[config.mk]
export PLATFORM = sky130hd
export DESIGN_NAME = h_pair_sched
export DESIGN_NICKNAME = d
export VERILOG_FILES = /design/src/rtl/h_pair_sched.sv
export SDC_FILE = /design/constraint.sdc
export NUM_CORES = 1
export LEC_CHECK = 0
export CELL_PAD_IN_SITES_DETAIL_PLACEMENT = 0
export CELL_PAD_IN_SITES_GLOBAL_PLACEMENT = 2
export CORE_ASPECT_RATIO = 1.1
export CORE_UTILIZATION = 18
export CTS_CLUSTER_DIAMETER = 80
export CTS_CLUSTER_SIZE = 8
export DETAILED_ROUTE_END_ITERATION = 12
export PLACE_DENSITY_LB_ADDON = 0.3
export SLEW_MARGIN = 20
export SYNTH_ARGS = -nofsm -noshare
export SYNTH_HDL_FRONTEND = slang
export SYNTH_SLANG_ARGS = --single-unit
export TNS_END_PERCENT = 1
[constraint.sdc]
create_clock -name clk -period 2.2 [get_ports clk]
set_clock_uncertainty 0.1 [all_clocks]
set_input_delay 0.44 -clock clk [delete_from_list [all_inputs] [get_ports clk]]
set_output_delay 0.44 -clock clk [all_outputs]
set_load 0.01 [all_outputs]
[src/rtl/h_pair_sched.sv]
// h_pair_sched: sequencer in front of a combinational single-qubit H butterfly.
// On start it latches a target qubit t and walks every amplitude pair
// (i0, i1 = i0 | 1<<t) of the state-vector RAM. For each pair it reads both
// words, holds them on the butterfly inputs, and writes the results back in place.
// RAM words are {real[31:16], imag[15:0]} in Q1.15; data passes through bit-exact.
//
// Ports:
//   clk, rst                  clock, synchronous active-high reset
//   start, target             command strobe and target index (sampled in IDLE)
//   busy, done, err           pass status; err pulses with done on a bad target
//   rd_en, rd_addr, rd_data   RAM read port (data returns one cycle after rd_en)
//   wr_en, wr_addr, wr_data   RAM write port
//   g_ar/g_ai/g_br/g_bi       registered butterfly inputs (a = amp[i0], b = amp[i1])
//   g_out0r/i, g_out1r/i      butterfly results, combinational from g_*
module h_pair_sched #(
  parameter int N_QUBITS = 4,
  parameter int AW       = N_QUBITS,
  parameter int TW       = (N_QUBITS > 1) ? $clog2(N_QUBITS) : 1
) (
  input  logic          clk,
  input  logic          rst,
  input  logic          start,
  input  logic [TW-1:0] target,
  output logic          busy,
  output logic          done,
  output logic          err,
  output logic          rd_en,
  output logic [AW-1:0] rd_addr,
  input  logic [31:0]   rd_data,
  output logic          wr_en,
  output logic [AW-1:0] wr_addr,
  output logic [31:0]   wr_data,
  output logic [15:0]   g_ar,
  output logic [15:0]   g_ai,
  output logic [15:0]   g_br,
  output logic [15:0]   g_bi,
  input  logic [15:0]   g_out0r,
  input  logic [15:0]   g_out0i,
  input  logic [15:0]   g_out1r,
  input  logic [15:0]   g_out1i
);

  // Index of the last pair: P-1 with P = 2^(N_QUBITS-1).
  localparam logic [AW-1:0] KLAST = AW'((1 << (N_QUBITS - 1)) - 1);

  typedef enum logic [2:0] {IDLE, RD0, RD1, CAP, WR0, WR1, DONE} state_t;

  state_t        state, state_n;
  logic [AW-1:0] k;
  logic [TW-1:0] tgt;
  logic          bad;
  logic          invalid;
  logic [AW-1:0] lo_mask, i0, i1;

  assign invalid = (int'(target) >= N_QUBITS);

  // i0 = k with a zero spliced in at bit tgt: bits below tgt stay, bits at and
  // above tgt move up by one. k < P so the shifted-out top bit is always zero.
  assign lo_mask = (AW'(1) << tgt) - AW'(1);
  assign i0      = ((k & ~lo_mask) << 1) | (k & lo_mask);
  assign i1      = i0 | (AW'(1) << tgt);

  always_ff @(posedge clk) begin
    if (rst) begin
      state <= IDLE;
      k     <= '0;
      tgt   <= '0;
      bad   <= 1'b0;
      g_ar  <= '0;
      g_ai  <= '0;
      g_br  <= '0;
      g_bi  <= '0;
    end else begin
      state <= state_n;
      case (state)
        IDLE: if (start) begin
          tgt <= target;
          bad <= invalid;
          k   <= '0;
        end
        // rd_data lags rd_en by one cycle: amp[i0] is on the bus during RD1,
        // amp[i1] during CAP. g_* then hold steady through WR1.
        RD1: {g_ar, g_ai} <= rd_data;
        CAP: {g_br, g_bi} <= rd_data;
        WR1: if (k != KLAST) k <= k + AW'(1);
        default: ;
      endcase
    end
  end

  always_comb begin
    state_n = state;
    busy    = (state != IDLE);
    done    = 1'b0;
    err     = 1'b0;
    rd_en   = 1'b0;
    rd_addr = '0;
    wr_en   = 1'b0;
    wr_addr = '0;
    wr_data = '0;
    case (state)
      IDLE: if (start) state_n = invalid ? DONE : RD0;
      RD0: begin
        rd_en   = 1'b1;
        rd_addr = i0;
        state_n = RD1;
      end
      RD1: begin
        rd_en   = 1'b1;
        rd_addr = i1;
        state_n = CAP;
      end
      CAP: state_n = WR0;
      WR0: begin
        wr_en   = 1'b1;
        wr_addr = i0;
        wr_data = {g_out0r, g_out0i};
        state_n = WR1;
      end
      WR1: begin
        wr_en   = 1'b1;
        wr_addr = i1;
        wr_data = {g_out1r, g_out1i};
        state_n = (k == KLAST) ? DONE : RD0;
      end
      DONE: begin
        done    = 1'b1;
        err     = bad;
        state_n = IDLE;
      end
      default: state_n = IDLE;
    endcase
  end

endmodule

==> implementation parameters, run 1 <==
Parameter                              Value

Worst setup path
  Setup crit start kind    flip-flop
  Worst path top cell family by delay    simple AND/OR/NAND/NOR gates
  Data arrival at the endpoint of the critical path    1.71 ns
  CP Data Required Time    1.66 ns
  CP endpoint kind    output pin
  Slowest library cell on the worst path    or3b_1
  Count of buffering cells on the critical path with inverters included    1
  Longest individual stage delay on the worst path    0.39 ns
  Cell-by-cell trace of the critical path    xnor2_1 > or3b_1 > a2bb2oi_2 > clkdlybuf4s15_2
  Crit Path Class    flip-flop to output pin
  Crit Path Max Fanout    8

Synth
  Number of distinct standard cells referenced by the synthesized netlist    40
  Number of enable flip-flop cells after synthesis    0
  Biggest area consumer among synthesized cells    dfxtp_1
  Top cells by area in the synthesized netlist    dfxtp_1 44%, nand2_1 15%, a21oi_1 11%
  Synthesized area    3350 sq um
  Post-synth net total    543
  Share of synthesized registers carrying an async set or reset    0%
  Most instantiated flip-flop cell in the synthesis netlist    dfxtp_1
  Portion of the post-synthesis area used by sequential elements    43.7%
  Post-synthesis area per instance    7.59 sq um
  Number of warnings issued by yosys    0
  Flop and latch count out of synthesis    73
  Fraction of synthesized cell area taken by the top area cell type    43.7%
  Count of mapped cells out of synthesis    441

Route
  Overall via count from detail_route    3749
  Average via count per standard cell    4.19
  Number of design-rule violations left by the first detailed-router iteration    147
  DRC    0
  Iteration count of the initial detailed-routing pass    5
  Residual antenna-violating net count after detailed routing    0
  Average wire per cell in the routed design    14.4 um
  Drt total wl    12900 um

Global routing
  Maximum number of pins on one net before global-route repair    34
  Leftover overflow at the end of global routing    0
  First-pass GRT wire length    20000 um
  Antenna violations before repair    0
  Number of global-route vias before repair    3687
  GRT Total Usage    13.6%

Power
  Switching fraction of total power    26.5%
  VDD IR max    0.374 mV
  Internal power    2.90 mW
  Relative contribution of combinational cells to total power    23.8%
  Switching pwr    1.04 mW
  Static leakage    2.31 nW
  Power density cells    642 nW/um^2
  Sequential cell fraction of total power    36.7%
  Clock power frac    39.5%

Layout
  Number of nets in the finished design    753
  Post-Route Utilization    34.2%
  Diode count    0
  Layout area overhead    83.5%
  Proportion of layout cells with a drive suffix above 1    9.15%
  Post-layout instance area    6140 sq um

CTS
  Post-CTS sizing    59
  Clock edge transition at the registers on the reported setup and hold paths    0.06 ns
  Clock root buffer    clkbuf_16
  Hold buffer count at CTS    0
  Maximum clock insertion buffer count    2
  Post-CTS setup repair buffer count    0
  Worst-skew pair later-pin latency    0.33 ns
  CTS sink count    73
  H-tree Lvls    3
  Clock tree from TritonCTS    yes
  Clock buffer count from CTS    9

Placed design
  Total placed instance area    5810 sq um
  Count of input and output buffers    208
  Placer congestion estimate    0.766
  Total half-perimeter wirelength after legalization and detailed placement    9350 um

Timing
  Actual transition at the worst max-transition pin    0.567 ns
  Total count of max-transition violations in the final report    0
  RSZ-0062 raised after global routing    yes
  Ratio of final minimum period to clock period    102%
  Shortest period the worst path allows    2.25 ns
  Maximum operating frequency    0.444 GHz
  Max-Slew Margin vs Limit    62.2%
  Worst setup slack after layout    -0.0535 ns
  Final setup viols    3
  Final hold violation count    0

Outcome
  Violations in the final reports    setup timing
  Run status    complete, but fails checks

Die
  Effective utilization at floorplan    18.7%
  Total I/O pin count    210
  Horizontal die dimension    132 um
  Vertical extent of the die    145 um
  Die Outline Area    19100 sq um
  Number of placement rows    51
  Core region area    17900 sq um

Job
  Maxcap violations    0

Hold path
  Worst hold path type    flip-flop to flip-flop
state kept, by name (all words and copies together) (netlist names):
register	cells
g_ar	16
g_bi	16
g_br	16
k	4
g_ai	16
tgt	2
state	3
cell type report:
cell class,instances,area [sq um]
fillers,1856,11800
repair buffers,236,2330
well taps,238,298
clock inverters,6,82.6
flip-flops and latches,73,1470
inverters,6,22.5
clock buffers,10,229
multi-input cells,325,1710
metrics by stage:
step / cells / setup TNS [ns] / power, mW / setup WS, ns / hold slack, ns
floorplan: 441 / 0 / 1.88 / 0.309 / 0.351
global placement: 878 / -0.279 / 2.43 / -0.0635 / 0.341
detailed placement: 878 / -0.290 / 2.44 / -0.0747 / 0.346
CTS: 894 / -0.403 / 4.02 / -0.209 / 0.354
global route: 894 / -0.826 / 4.17 / -0.131 / 0.368
finish: 894 / -0.106 / 3.94 / -0.0535 / 0.350
synth_stat cells, types with 2 or more instances:
library cell,number
nand2b_1,3
dfxtp_1,73
mux2i_1,32
or4_1,2
nand3b_1,3
o211ai_1,2
a21oi_1,75
o21ai_0,3
nand3_1,2
a211oi_1,3
buf_2,14
nand2_1,138
nor2_1,36
inv_1,6
clkbuf_1,16
nor3_1,2
or3b_1,2
and3b_1,2
buf_4,6
final timing paths:
| path | end | cells past startpoint | startpoint | slack [ns] |
|---|---|---|---|---|
| hold reg to reg | g_bi[13] | 2 | g_bi[13] | 0.35 |
| hold / removal | g_bi[13] | 2 | g_bi[13] | 0.35 |
| setup / recovery | rd_addr[1] | 4 | state[0] | -0.05 |
| setup reg to reg | k[3] | 5 | k[0] | 0.38 |
tightest hold or removal path, stage by stage, from the launching register on:
cell and delay [ns]:
dfxtp_1 0.30, nand2_1 0.05, a21oi_1 0.05
per-layer routing:
layer	track usage (%)	wire, um
met3	5.03	1140
met1	15.7	5430
met2	23.3	6210
met4	3.49	121
met5	0	0
layout by cell type (no fill, tap or decap), drive strengths merged, types with 3 or more instances in the layout:
cell	instances
nand3b	3
clkdlybuf4s15	13
buf	29
clkinv	3
inv	6
or3b	3
nor2	36
dlygate4sd2	27
nand2b	3
a21oi	75
nand2	138
clkbuf	11
dfxtp	73
a211oi	3
o21ai	3
mux2i	32
clkdlybuf4s50	164
logic make-up after synthesis:
group | count (synthesis) | synth area share, %
AO/OA/AOI/OAI | 91 | 14.7
XOR/XNOR | 1 | 0.262
adder cells (fa/ha/maj) | 1 | 0.374
buffers and inverters | 43 | 6.25
flip-flops | 73 | 43.7
multiplexers | 32 | 9.57
other | 1 | 0.112
AND/OR/NAND/NOR | 199 | 25.0
power groups by stage:
stage / clock network (mW) / registers [mW] / logic, mW
2_1_floorplan: 0 / 1.50 / 0.385
6_report: 1.56 / 1.45 / 0.937
4_1_cts: 1.62 / 1.45 / 0.956
3_3_place_gp: 0 / 1.47 / 0.956
3_5_place_dp: 0 / 1.48 / 0.959
5_1_grt: 1.69 / 1.46 / 1.02
No activity file was read; power rests on OpenSTA's default activity.
==> run 2: changes to the inputs <==
--- a/config.mk
+++ b/config.mk
@@ -8,7 +8,7 @@
 export CELL_PAD_IN_SITES_DETAIL_PLACEMENT = 0
 export CELL_PAD_IN_SITES_GLOBAL_PLACEMENT = 2
 export CORE_ASPECT_RATIO = 1.1
-export CORE_UTILIZATION = 18
+export CORE_UTILIZATION = 17
 export CTS_CLUSTER_DIAMETER = 80
 export CTS_CLUSTER_SIZE = 8
 export DETAILED_ROUTE_END_ITERATION = 12
==> constraint.sdc (replaced) <==
create_clock -name clk -period 1.85 [get_ports clk]
set_clock_uncertainty 0.1 [all_clocks]
set_input_delay 0.37 -clock clk [delete_from_list [all_inputs] [get_ports clk]]
set_output_delay 0.37 -clock clk [all_outputs]
set_load 0.01 [all_outputs]
==> implementation parameters, run 2 (same netlist as run 1, synthesis figures left out) <==
Parameter                              Value

Die
  Effective utilization at floorplan    17.5% (was 18.7%)
  Number of placement rows    53 (was 51)
  Vertical extent of the die    149 um (was 145 um)
  Die Outline Area    20200 sq um (was 19100 sq um)
  Horizontal die dimension    136 um (was 132 um)
  Core region area    19200 sq um (was 17900 sq um)
  Total I/O pin count    210 (unchanged)

Layout
  Number of fill cells    1972 (was 1856)
  Most common cell after layout, fill and taps aside    clkdlybuf4s50_1 (unchanged)
  Post-Route Utilization    33.1% (was 34.2%)
  Number of nets in the finished design    768 (was 753)
  Layout area overhead    89.8% (was 83.5%)
  Diode count    0 (unchanged)
  Post-layout instance area    6350 sq um (was 6140 sq um)
  Most used cells in the layout excluding fill and tap cells    163 x clkdlybuf4s50_1, 138 x nand2_1, 72 x a21oi_1 (was 164 x clkdlybuf4s50_1, 138 x nand2_1, 75 x a21oi_1)
  Number of cells in the finished layout apart from fillers    918 (was 894)
  Proportion of layout cells with a drive suffix above 1    20.4% (was 9.15%)

CTS
  Clock edge transition at the registers on the reported setup and hold paths    0.06 ns (about the same)
  Maximum clock insertion buffer count    2 (unchanged)
  Clock tree from TritonCTS    yes (unchanged)
  Clock root buffer    clkbuf_16 (unchanged)
  Clock buffer count from CTS    9 (unchanged)
  CTS sink count    73 (unchanged)
  H-tree Lvls    3 (unchanged)
  Worst-skew pair later-pin latency    0.33 ns (about the same)

Global routing
  Maximum number of pins on one net before global-route repair    36 (was 34)
  GRT Total Usage    13.3% (was 13.6%)
  First-pass GRT wire length    20600 um (was 20000 um)
  Leftover overflow at the end of global routing    0 (unchanged)
  Number of global-route vias before repair    3891 (was 3687)
  Antenna violations before repair    0 (unchanged)

Placed design
  Placer congestion estimate    0.771 (was 0.766)
  Total placed instance area    5880 sq um (was 5810 sq um)
  Count of input and output buffers    208 (unchanged)
  Total half-perimeter wirelength after legalization and detailed placement    9250 um (was 9350 um)
  Number of placed instances with taps included    891 (was 878)

Power
  Clock power frac    37.0% (was 39.5%)
  Switching fraction of total power    28.3% (was 26.5%)
  Static leakage    2.37 nW (was 2.31 nW)
  Internal power    3.46 mW (was 2.90 mW)
  Switching pwr    1.37 mW (was 1.04 mW)
  Relative contribution of combinational cells to total power    27.2% (was 23.8%)
  VDD IR max    0.312 mV (was 0.374 mV)
  Sequential cell fraction of total power    35.8% (was 36.7%)
  Power density cells    760 nW/um^2 (was 642 nW/um^2)

Job
  Maxcap violations    0 (unchanged)

Outcome
  Violations in the final reports    setup timing (unchanged)
  Run status    complete, but fails checks (unchanged)

Timing
  Maximum operating frequency    0.491 GHz
  Sum Neg Setup Slack    -4.60 ns (was -0.106 ns)
  Shortest period the worst path allows    2.04 ns
  RSZ-0062 raised after global routing    yes (unchanged)
  Final hold violation count    0 (unchanged)
  Final setup viols    44 (was 3)
  Total count of max-transition violations in the final report    0 (unchanged)
  Ratio of final minimum period to clock period    110%
  Worst setup slack after layout    -0.187 ns (was -0.0535 ns)

Route
  Iteration count of the initial detailed-routing pass    4 (was 5)
  Residual antenna-violating net count after detailed routing    0 (unchanged)
  Average via count per standard cell    4.22 (was 4.19)
  Overall via count from detail_route    3875 (was 3749)
  Average wire per cell in the routed design    14.5 um (was 14.4 um)
  DRC    0 (unchanged)
  Drt total wl    13300 um (was 12900 um)
  Number of design-rule violations left by the first detailed-router iteration    114 (was 147)

Worst setup path
  Crit Path Max Fanout    6 (was 8)
  CP endpoint kind    output pin (unchanged)
  Crit Path Class    flip-flop to output pin (unchanged)
  Longest individual stage delay on the worst path    0.39 ns (about the same)
  Count of buffering cells on the critical path with inverters included    1 (unchanged)
  CP Data Required Time    1.38 ns (was 1.66 ns)
  Cell-by-cell trace of the critical path    xnor2_4 > or3b_4 > a2bb2oi_2 > buf_2 (was xnor2_1 > or3b_1 > a2bb2oi_2 > clkdlybuf4s15_2)
  Slowest library cell on the worst path    dfxtp_4 (was or3b_1)
  Data arrival at the endpoint of the critical path    1.57 ns (was 1.71 ns)
  Worst path top cell family by delay    flip-flops (was simple AND/OR/NAND/NOR gates)
  Setup crit start kind    flip-flop (unchanged)

Hold path
  Worst hold path type    primary input to flip-flop (was flip-flop to flip-flop)
run 2: cell types whose count changed in the layout (fill, tap and decap cells not counted), moves of 4 or more:
cell             previous run  this run
buf_12                      6        10
mux2i_1                    31        27
nor2_2                      1         5
buf_8                       0         4
clkdlybuf4s15_1            10         0
buf_6                       0         7
buf_2                       1        42
nor2_1                     35        31
dlygate4sd2_1              27         0
run 2: worst paths after layout:
kind                 start          to  slack [ns]  depth (start not counted)
setup / recovery  state[0]  rd_addr[1]       -0.19                          4
hold / removal         rst    g_ai[12]        0.33                          2
setup reg to reg  state[0]        k[3]       -0.02                          7
hold reg to reg    g_ai[7]     g_ai[7]        0.35                          2
run 2: layout make-up:
cell class                      instances  area (sq um)  area share (%)
Multi-Input combinational cell        325          1820            28.6
Clock buffer                            9           225            3.55
Timing Repair Buffer                  251          2430            38.2
Sequential cell                        73          1470            23.1
Clock inverter                          7          77.6            1.22
Inverter                                6          25.0           0.394
Tap cell                              247           309            4.87
run 2: timing repair:
item,CTS,global route
hold buffers,0,0
cloned,3,0
buffers inserted,8,0
pin swaps,14,7
resized for setup,223,15
setup endpoints to repair,44,81
run 2: power groups by stage:
stage / combinational, mW / clock [mW] / sequential, mW
final: 1.31 / 1.79 / 1.73
after global routing: 1.42 / 1.91 / 1.74
after CTS: 1.31 / 1.86 / 1.73
after detailed placement: 1.15 / 0 / 1.75
after global placement: 1.16 / 0 / 1.75
after floorplan: 0.458 / 0 / 1.78
run 2: per-stage QoR:
stage	total power [mW]	worst slack, ns	hold slack (ns)
after global routing	5.08	-0.252	0.354
after floorplan	2.24	0.0286	0.351
after global placement	2.91	-0.363	0.341
after CTS	4.90	-0.207	0.325
final	4.83	-0.187	0.332
after detailed placement	2.91	-0.300	0.347
run 2: metal layers:
layer  track usage, %  share of wire (%)  vias up
met5                0                  0        -
met4             4.16                1.2        0
met3             4.15                8.5       14
met2             23.3                 49      176
met1             15.3                 41     1777
li1                 -                  -     1908
==> run 3: changes to the inputs <==
--- a/config.mk
+++ b/config.mk
@@ -12,6 +12,7 @@
 export CTS_CLUSTER_DIAMETER = 80
 export CTS_CLUSTER_SIZE = 8
 export DETAILED_ROUTE_END_ITERATION = 12
+export MAX_ROUTING_LAYER = met4
 export PLACE_DENSITY_LB_ADDON = 0.3
 export SLEW_MARGIN = 20
 export SYNTH_ARGS = -nofsm -noshare
==> constraint.sdc (replaced) <==
create_clock -name clk -period 1.85 [get_ports clk]
set_clock_uncertainty 0.1 [all_clocks]
set_input_delay 0.37 -clock clk [delete_from_list [all_inputs] [get_ports clk]]
set_output_delay 0.37 -clock clk [all_outputs]
set_load 0.02 [all_outputs]
==> implementation parameters, run 3 (same netlist as run 1, synthesis figures left out) <==
Parameter                              Value

Layout
  Most used cells in the layout excluding fill and tap cells    163 x clkdlybuf4s50_1, 137 x nand2_1, 73 x a21oi_1 (was 163 x clkdlybuf4s50_1, 138 x nand2_1, 72 x a21oi_1)
  Diode count    0 (unchanged)
  Layout area overhead    86.4% (was 89.8%)
  Proportion of layout cells with a drive suffix above 1    17.7% (was 20.4%)
  Number of cells in the finished layout apart from fillers    912 (was 918)
  Most common cell after layout, fill and taps aside    clkdlybuf4s50_1 (unchanged)
  Number of nets in the finished design    762 (was 768)

Worst setup path
  Worst reg2reg startpoint    k[0] (was state[0])
  Slowest library cell on the worst path    or3b_1 (was dfxtp_4)
  Cell-by-cell trace of the critical path    xnor2_2 > or3b_1 > a2bb2oi_2 > buf_6 (was xnor2_4 > or3b_4 > a2bb2oi_2 > buf_2)
  Reg2Reg Depth    5 (was 7)
  CP Data Required Time    1.38 ns (about the same)
  Longest individual stage delay on the worst path    0.38 ns (was 0.39 ns)
  Crit Path Class    flip-flop to output pin (unchanged)
  R2R Path End    k[0] (was k[3])
  Slack of the worst reg-to-reg path    0.10 ns (was -0.02 ns)
  Launching instance or port of the critical path    state[0] (unchanged)
  Setup crit start kind    flip-flop (unchanged)
  Data arrival at the endpoint of the critical path    1.54 ns (was 1.57 ns)
  CP endpoint kind    output pin (unchanged)
  Crit Path Max Fanout    5 (was 6)
  Critical path endpoint    rd_addr[1] (unchanged)

Die
  Number of placement rows    53 (unchanged)
  Horizontal die dimension    136 um (unchanged)
  Die Outline Area    20200 sq um (unchanged)
  Total I/O pin count    210 (unchanged)
  Effective utilization at floorplan    17.5% (unchanged)
  Vertical extent of the die    149 um (unchanged)
  Core region area    19200 sq um (unchanged)

Route
  Average wire per cell in the routed design    14.3 um (was 14.5 um)
  Iteration count of the initial detailed-routing pass    4 (unchanged)
  Average via count per standard cell    4.20 (was 4.22)
  Drt total wl    13000 um (was 13300 um)
  Overall via count from detail_route    3826 (was 3875)
  Number of design-rule violations left by the first detailed-router iteration    103 (was 114)
  Residual antenna-violating net count after detailed routing    0 (unchanged)
  DRC    0 (unchanged)

Global routing
  Antenna violations before repair    0 (unchanged)
  Number of global-route vias before repair    3897 (was 3891)
  Leftover overflow at the end of global routing    0 (unchanged)
  Met1 Track Usage GR    15.6% (was 15.3%)
  Maximum number of pins on one net before global-route repair    34 (was 36)
  GR Layer Usage met3    3.40% (was 4.15%)
  Met2 Use GR    22.4% (was 23.3%)
  GRT Total Usage    13.3% (about the same)
  Layer with the highest usage after global routing    met2 (unchanged)
  First-pass GRT wire length    20200 um (was 20600 um)

CTS
  CTS sink count    73 (unchanged)
  Clock root buffer    clkbuf_16 (unchanged)
  Clock buffer count from CTS    9 (unchanged)
  H-tree Lvls    3 (unchanged)
  Worst-skew pair later-pin latency    0.32 ns (was 0.33 ns)
  Clock edge transition at the registers on the reported setup and hold paths    0.05 ns (was 0.06 ns)
  Hold buffer count at CTS    0 (unchanged)
  Clock tree from TritonCTS    yes (unchanged)
  Maximum clock insertion buffer count    2 (unchanged)

Outcome
  Run status    complete, but fails checks (unchanged)
  Violations in the final reports    setup timing (unchanged)

Power
  Power density cells    792 nW/um^2 (was 760 nW/um^2)
  VDD IR max    0.304 mV (was 0.312 mV)
  Tot Pwr    4.94 mW (was 4.83 mW)
  Static leakage    2.32 nW (was 2.37 nW)

Placed design
  Count of input and output buffers    208 (unchanged)
  Number of placed instances with taps included    892 (was 891)
  Placer congestion estimate    0.771 (about the same)
  Total half-perimeter wirelength after legalization and detailed placement    9360 um (was 9250 um)

Timing
  Actual transition at the worst max-transition pin    0.502 ns
  Worst hold slack    0.352 ns (was 0.332 ns)
  Shortest period the worst path allows    2.01 ns (was 2.04 ns)
  Ratio of final minimum period to clock period    109% (was 110%)
  Final setup viols    37 (was 44)
  RSZ-0062 raised after global routing    yes (unchanged)
  Worst setup slack after layout    -0.161 ns (was -0.187 ns)
  Maximum operating frequency    0.497 GHz (was 0.491 GHz)
  Final hold violation count    0 (unchanged)
  Total count of max-transition violations in the final report    0 (unchanged)
  Max-Slew Margin vs Limit    66.1%

Hold path
  Hold path cells    2 (unchanged)
  Worst hold path type    flip-flop to flip-flop (was primary input to flip-flop)

Job
  Maxcap violations    0 (unchanged)
run 3: changes by cell type in the layout (fill, tap and decap cells not counted), sizes merged:
cell           change
clkbuf             +5
clkinv             -3
buf                -8
clkdlybuf4s15      +1
inv                -2
bufinv             +1
clkinvlp           -1
bufbuf             +1
run 3: final cells by class:
cell class,count,area (sq um)
inverter,6,22.5
clock buffer,14,264
timing repair buffer,245,2350
fill,1991,12900
multi-input combinational,325,1750
sequential,73,1470
tap,247,309
clock inverter,2,60.1
run 3: through the flow:
stage | instance area (sq um) | worst slack, ns | setup TNS, ns | utilization [%]
2_1_floorplan | 3350 | -0.0265 | -0.0465 | -
3_3_place_gp | 5860 | -0.424 | -13.70 | 30.6
3_5_place_dp | 5860 | -0.407 | -15.32 | 30.6
4_1_cts | 6200 | -0.181 | -3.03 | 32.3
5_1_grt | 6240 | -0.226 | -4.63 | 32.5
6_report | 6240 | -0.161 | -1.51 | 32.5
run 3: repair_timing:
| action | 4_1_cts | 5_1_grt |
|---|---|---|
| buffers inserted | 2 | 0 |
| pin swaps | 2 | 2 |
| resized for setup | 223 | 14 |
| cloned | 2 | 0 |
| setup endpoints to repair | 44 | 45 |
run 3: worst min path at each step:
| stage | start | end | slack, ns |
|---|---|---|---|
| 2_1_floorplan | k[3] | k[3] | 0.35 |
| 3_3_place_gp | g_br[13] | g_br[13] | 0.34 |
| 3_5_place_dp | g_ai[11] | g_ai[11] | 0.35 |
| 4_1_cts | rst | tgt[1] | 0.33 |
| 5_1_grt | rst | tgt[1] | 0.37 |
| 6_report | g_ai[11] | g_ai[11] | 0.35 |
run 3: critical path: cells and delay by family (launching register included):
| family | cells | cell delay, ns |
|---|---|---|
| simple gates | 1 | 0.38 |
| flops | 1 | 0.37 |
| xor+xnor | 1 | 0.17 |
| compound gates | 1 | 0.15 |
| buf+inv | 1 | 0.14 |
run 3: metal layers:
metal,up-vias,routed length (um)
li1,1894,-
met1,1751,5710
met2,171,6220
met3,10,962
met4,0,155
met5,-,0
run 3: power breakdown:
| group | leakage, nW | internal [mW] | total [mW] | switching (mW) |
|---|---|---|---|---|
| combinational | 1.57 | 0.682 | 1.31 | 0.626 |
| clock | 0.157 | 1.26 | 1.90 | 0.647 |
| sequential | 0.593 | 1.66 | 1.73 | 0.0606 |
